### config.mk
export PLATFORM = sky130hd
export DESIGN_NAME = fft_config_master
export DESIGN_NICKNAME = d
export VERILOG_FILES = /design/src/rtl/fft_config_master.sv
export SDC_FILE = /design/constraint.sdc
export NUM_CORES = 1
export LEC_CHECK = 0
export BUFFER_PORTS_ARGS = -buffer_cell sky130_fd_sc_hd__clkbuf_2
export CAP_MARGIN = 20
export CORE_MARGIN = 10
export CORE_UTILIZATION = 40
export CTS_CLUSTER_DIAMETER = 50
export DETAILED_ROUTE_END_ITERATION = 6
export GPL_ROUTABILITY_DRIVEN = 1
export PLACE_DENSITY_LB_ADDON = 0.25
export SLEW_MARGIN = 20
export SYNTH_ARGS = -nofsm -noshare
export SYNTH_HDL_FRONTEND = slang
export SYNTH_SLANG_ARGS = --single-unit
### constraint.sdc
create_clock -name aclk -period 3.9 [get_ports aclk]
set_input_delay 0.585 -clock aclk [delete_from_list [all_inputs] [get_ports aclk]]
set_output_delay 0.585 -clock aclk [all_outputs]
set_load 0.1 [all_outputs]
### src/rtl/fft_config_master.sv
// Drives one FFT IP configuration word over AXI-Stream per rising edge of cfg_start,
// then pulses cfg_done after a settle interval. Optional macro: FFT_CFG_NFFT_EN adds cfg_nfft.
module fft_config_master #(
  parameter int CFG_WIDTH = 16,
  parameter int SCALE_WIDTH = 10,
  parameter logic [SCALE_WIDTH-1:0] SCALE_FWD = 10'b1010101011,
  parameter logic [SCALE_WIDTH-1:0] SCALE_INV = 10'b0000000000,
  parameter int SETTLE_CYCLES = 4
) (
  input  logic                 aclk,
  input  logic                 aresetn,
  input  logic                 cfg_start,
  input  logic                 cfg_fwd_inv,
`ifdef FFT_CFG_NFFT_EN
  input  logic [4:0]           cfg_nfft,
`endif
  output logic                 cfg_done,
  output logic                 cfg_busy,
  output logic                 cfg_overrun,
  output logic [7:0]           cfg_count,
  output logic                 m_axis_config_tvalid,
  input  logic                 m_axis_config_tready,
  output logic [CFG_WIDTH-1:0] m_axis_config_tdata,
  output logic [1:0]           fsm_state
);

  // Handshake: the word transfers on any edge where tvalid and tready are both high;
  // tvalid never drops and tdata never changes while a transfer is pending.

  localparam logic [1:0] IDLE   = 2'd0;
  localparam logic [1:0] SEND   = 2'd1;
  localparam logic [1:0] SETTLE = 2'd2;
  localparam logic [1:0] DONE   = 2'd3;

  localparam int CNT_W = (SETTLE_CYCLES > 1) ? $clog2(SETTLE_CYCLES) : 1;
`ifdef FFT_CFG_NFFT_EN
  localparam int PACK_W = SCALE_WIDTH + 9;
`else
  localparam int PACK_W = SCALE_WIDTH + 1;
`endif

  logic [1:0]             state;
  logic                   start_d;
  logic                   rise;
  logic [CNT_W-1:0]       cnt;
  logic [SCALE_WIDTH-1:0] scale;
  logic [PACK_W-1:0]      packed_word;

  assign rise                 = cfg_start & ~start_d;
  assign cfg_busy             = (state != IDLE);
  assign cfg_done             = (state == DONE);
  assign m_axis_config_tvalid = (state == SEND);
  assign fsm_state            = state;

`ifdef FFT_CFG_NFFT_EN
  logic [4:0] nfft_clamped;
  always_comb begin
    nfft_clamped = cfg_nfft;
    if (cfg_nfft < 5'd3)       nfft_clamped = 5'd3;
    else if (cfg_nfft > 5'd16) nfft_clamped = 5'd16;
  end
`endif

  always_comb begin
    scale       = cfg_fwd_inv ? SCALE_FWD : SCALE_INV;
    packed_word = '0;
`ifdef FFT_CFG_NFFT_EN
    packed_word[4:0]             = nfft_clamped;
    packed_word[8]               = cfg_fwd_inv;
    packed_word[SCALE_WIDTH+8:9] = scale;
`else
    packed_word[0]             = cfg_fwd_inv;
    packed_word[SCALE_WIDTH:1] = scale;
`endif
  end

  always_ff @(posedge aclk) begin
    if (!aresetn) begin
      state               <= IDLE;
      start_d             <= 1'b0;
      cnt                 <= '0;
      cfg_overrun         <= 1'b0;
      cfg_count           <= 8'd0;
      m_axis_config_tdata <= '0;
    end else begin
      start_d <= cfg_start;
      // Any edge arriving while busy is dropped but remembered.
      if (rise && state != IDLE)
        cfg_overrun <= 1'b1;
      case (state)
        IDLE: begin
          if (rise) begin
            m_axis_config_tdata <= CFG_WIDTH'(packed_word);
            state               <= SEND;
          end
        end
        SEND: begin
          if (m_axis_config_tready) begin
            if (SETTLE_CYCLES == 0) begin
              state <= DONE;
            end else begin
              cnt   <= CNT_W'(SETTLE_CYCLES - 1);
              state <= SETTLE;
            end
          end
        end
        SETTLE: begin
          if (cnt == '0) state <= DONE;
          else           cnt   <= cnt - 1'b1;
        end
        default: begin
          cfg_count <= cfg_count + 8'd1;
          state     <= IDLE;
        end
      endcase
    end
  end

endmodule
After elaboration in Yosys (flattened, before gate mapping). Cells that the tools add are included.

Bits in writable memories: 0. Bits of input ports: 5. Register bits after elaboration: 25. Memories: 0. Latch bits: 0. ROM bits: 0.

Shift operators: 0. Divide/modulo/power cells: 0. Magnitude comparators: 0. Bitwise gates (word level): 2. $mul: 0. $add $sub $neg: 2. Muxes and demuxes: 8. Eq/ne operators: 7. Reductions and logical operators: 9.

Operator list (count): 10-bit 2-to-1 mux (1); 2-bit 2-to-1 mux (5); 8-bit by 1-bit adder with 8-bit output (second input constant) (1); 2-bit inequality test (second input constant) (3); 2-bit case mux with 3 select lines (1); 3-bit AND reduction (2); 2-bit equality test (second input constant) (2); 2-bit zero test (2); 2-bit case mux with 2 select lines (1); 2-bit nonzero test (2); 3-bit OR reduction (1); 2-bit by 1-bit equality test with 1-bit output (second input constant) (1); 2-bit by 1-bit inequality test with 1-bit output (second input constant) (1); 2-bit AND reduction (1); 2-bit by 1-bit subtractor with 2-bit output (second input constant) (1); 1-bit bitwise AND (1); 1-bit logical AND (1); 1-bit inverter (1).

Longest topological paths before layout.
Word-level depth: 4. Depth in mapped cells: 5. Mapped depth without buffers: 5.

Worst setup path after synthesis. No wires, ideal clock.

Kind: flip-flop to flip-flop. Start: register state[1] (netlist: fsm_state[1]). End: register state[1] (netlist: fsm_state[1]). Slack: 1.121 ns. Arrival: 2.707 ns. Required time: 3.828 ns. Period minus slack after synthesis: 2.779 ns. Stages on the path, launching flop included: 6. Setup time: 0.072 ns. Path through: dfxtp_1 > inv_1 > ha_1 > nor2b_1 > a221oi_1 > mux2i_1.

Cells in the longest elaborated chain, start to end: 3. Elaborated cells between the ends (all ways): 8. Classes of those cells: eq/ne: 5; mux: 1; reduce/logical: 2.

Ends and longest elaborated chain: start: declaration (RTL line 42) `logic [1:0] state;`; start signal: assignment (RTL line 79) `state <= IDLE;`; start signal: assignment (RTL line 94) `state <= SEND;`; start signal: assignment (RTL line 100) `state <= DONE;`; 2-bit by 1-bit equality test with 1-bit output (*); via m_axis_config_tvalid (RTL line 21) `output logic m_axis_config_tvalid,`; 2-bit by 1-bit inequality test with 1-bit output (no source line); 3-bit AND reduction (no source line).

Mark *: on every way through the listed nets, which the timed path passes. The rest lies on a longest branch. A chain may end at the register's enable or synchronous reset.

Final worst setup path.
Start: register state[0] (netlist: fsm_state[0]). End: output port cfg_busy.

Cells in the longest elaborated chain, start to end: 1.

Ends and longest elaborated chain: 2-bit nonzero test (RTL line 50) `assign cfg_busy = (state != IDLE);`; end: declaration (RTL line 18) `output logic cfg_busy,`.

No other way between the ends.

==> summary.md <==
| Metric | Value |
|---|---|
| Peak supply drop | 0.4435 mV |
| Multi-input gate area | 461.7 um2 |
| CP Class | register to output port |
| Vias | 676 |
| Initial Util | 43.44% |
| Final Hold Vio Count | 0 |
| All-layer global routing usage | 7.514% |
| Row Count | 16 |
| Number of synthesized register bits | 15 |
| Register area | 300.3 um2 |
| CTS root buf | clkbuf_4 |
| Critical path launch point type | register |
| Metal2 WL | 712 um |
| Setup TNS | 0 ns |
| Initial antenna violation count | 0 |
| Hold-fix buffers, CTS | 0 |
| Post-synth EDFFs | 0 |
| Die Y | 67.10 um |
| Clock slew at reported path FFs | 0.09 ns |
| Via density | 4.537 |
| Sequential-to-total area share from yosys stat | 33.85% |
| Nets@finish | 137 |
| First-pass GRT wire length | 2.704 mm |
| Buffers inserted by post-CTS timing repair | 0 |
| CTS tree | done |
| Cells after synthesis | 102 |
| Wl on met1 | 720 um |
| Diode count | 0 |
| Top_reg_cell synth | dfxtp_1 |
| Port bufs | 25 |
| Run status | finished clean |
| Crit path max fanout | 6 |
| Clk buf depth | 2 |
| DP HPWL | 1.419 mm |
| Share of cells above drive strength 1 | 23.77% |
| Leakage power figure | 0.0004728 uW |
| Hold Path Class | register to register |
| Highest Clock Rate | 463.2 MHz |
| Top sig layer | met4 |
| Max_cap viols | 0 |
| Width of the die | 67.10 um |
| Crit end category | output port |
| Total CTS buffers | 3 |
| Path depth of the worst reg2reg path | 5 |
| Worst Path Required | 3.31 ns |
| RSZ-0062 raised after global routing | no |
| Fin crit period | 2.159 ns |
| Wirelength per Cell | 11.58 um |
| TritonRoute pass-1 iters | 3 |
| Hold WS | 0.4801 ns |
| IO Count | 35 |
| Final Cycle Share | 55.36% |
| Post-route ant nets | 0 |
| Final slew viol count | 0 |
| Final setup viols | 0 |
| Grt ovf | 0 |
| Crit path DAT | 1.57 ns |
| Hold path depth | 1 |
| Layout area overhead | 10.16% |
| Post-cts sizing count | 0 |
| Htree depth | 1 |
| Mean Syn Cell Area | 8.697 um2 |
| Vias in the first global route | 598 |
| Post-synth ARST share | 0% |
| Synthesized area | 887.1 um2 |
| DRC viols | 0 |
| Worst rel slew slack | 63.72% |
| Synth unique cells | 29 |
| WL final | 1.725 mm |
| Largest net degree at the start of global routing | 11 |
| Setup Skew | 0.004094 ns |
| GP Congestion | 0.7957 |
| Clock Latency Late Sink | 0.28 ns |
| Die Area | 0.004502 mm2 |
| Sink Count | 15 |
| Met3 routed WL | 282 um |
| Pwr per Cell Area | 804.0 mW/mm2 |
| Core Area | 0.002042 mm2 |
| Worst slew pin tran | 0.5466 ns |
| Synth warnings | 0 |
| Starting DRT DRC Count | 14 |
| Fillers | 211 |
-- cell families after synthesis --
| family | count (synthesis) | synth area share [%] |
|---|---|---|
| compound gates | 11 | 8.321 |
| xor+xnor | 4 | 3.950 |
| fa+ha+maj | 9 | 12.69 |
| buf+inv | 25 | 17.49 |
| flops | 15 | 33.85 |
| mux | 4 | 4.514 |
| other cells | 1 | 0.4227 |
| simple gates | 33 | 18.76 |
-- worst max-delay path: stages (launching register included) --
cell and delay [ns]:
dfxtp_1 0.43, inv_1 0.12, ha_1 0.25, inv_1 0.06
clkbuf_2 0.44
-- per-stage QoR --
stage	setup slack, ns	std cells	utilization (%)	total power [uW]	area, um2
floorplan	1.121	110	-	659.3	917.1
global placement	2.076	145	46.57	700.4	950.9
global route	1.656	149	47.86	828.7	977.2
CTS	1.721	149	47.86	792.7	977.2
finish	1.741	149	47.86	785.7	977.2
detailed placement	2.039	145	46.57	705.4	950.9
-- registers in the layout, indices dropped and copies added, names as in the netlist --
| name | count |
|---|---|
| fsm_state | 2 |
| cnt | 2 |
| cfg_overrun | 1 |
| start_d | 1 |
| m_axis_config_tdata | 1 |
| cfg_count | 8 |
-- cell usage in the layout (no fill, tap or decap), drive strengths merged --
cell,instances
a21oi,3
or3,3
ha,9
clkbuf,29
dfxtp,15
o21ai,2
nand4,3
nand2b,1
conb,9
nand2,7
nand4b,1
nand3b,1
o41ai,1
and2,2
xor2,2
mux2i,4
inv,8
nand3,2
o31ai,2
xnor2,2
nor2b,1
nor2,10
or4,1
o31a,1
o21a,1
and3,1
a221oi,1
-- routing by layer --
| metal | up-vias | global-route usage [%] |
|---|---|---|
| met2 | 25 | 10.90 |
| met4 | 0 | 1.538 |
| met5 | - | 0 |
| met3 | 2 | 5.853 |
| met1 | 290 | 8.513 |
| li1 | 359 | - |
-- Yosys cell counts, types with 2 or more instances --
| cell | n | area (um2) |
|---|---|---|
| a21oi_1 | 3 | 15.01 |
| and2_1 | 2 | 12.51 |
| buf_4 | 16 | 120.1 |
| dfxtp_1 | 15 | 300.3 |
| ha_1 | 9 | 112.6 |
| inv_1 | 7 | 26.28 |
| mux2i_1 | 4 | 40.04 |
| nand2_1 | 7 | 26.28 |
| nand3_1 | 2 | 10.01 |
| nand4_1 | 3 | 18.77 |
| nor2_1 | 10 | 37.54 |
| o21ai_0 | 2 | 10.01 |
| o31ai_1 | 2 | 15.01 |
| or3_1 | 3 | 18.77 |
| xnor2_1 | 2 | 17.52 |
| xor2_1 | 2 | 17.52 |
-- final timing paths --
kind                                    from            to  slack [ns]
worst max-delay path            fsm_state[0]      cfg_busy        1.74
worst min-delay path             cfg_overrun   cfg_overrun        0.48
worst max register to register  fsm_state[1]  fsm_state[0]        2.20
worst min register to register   cfg_overrun   cfg_overrun        0.48
-- report_power, final --
part | total (uW) | leakage (uW) | switching (uW) | internal [uW]
clock | 86.5 | 0.0000150 | 46.9 | 39.7
combinational | 497 | 0.000336 | 400 | 96.3
sequential | 203 | 0.000122 | 23.6 | 179
-- cell type report --
type / count / area share, %
Tap cell: 27 / 3.457
Clock buffer: 4 / 2.689
Inverter: 8 / 3.073
Multi-Input combinational cell: 70 / 47.25
Timing Repair Buffer: 25 / 12.80
Sequential cell: 15 / 30.73
Power figures use the tool's default switching activity.
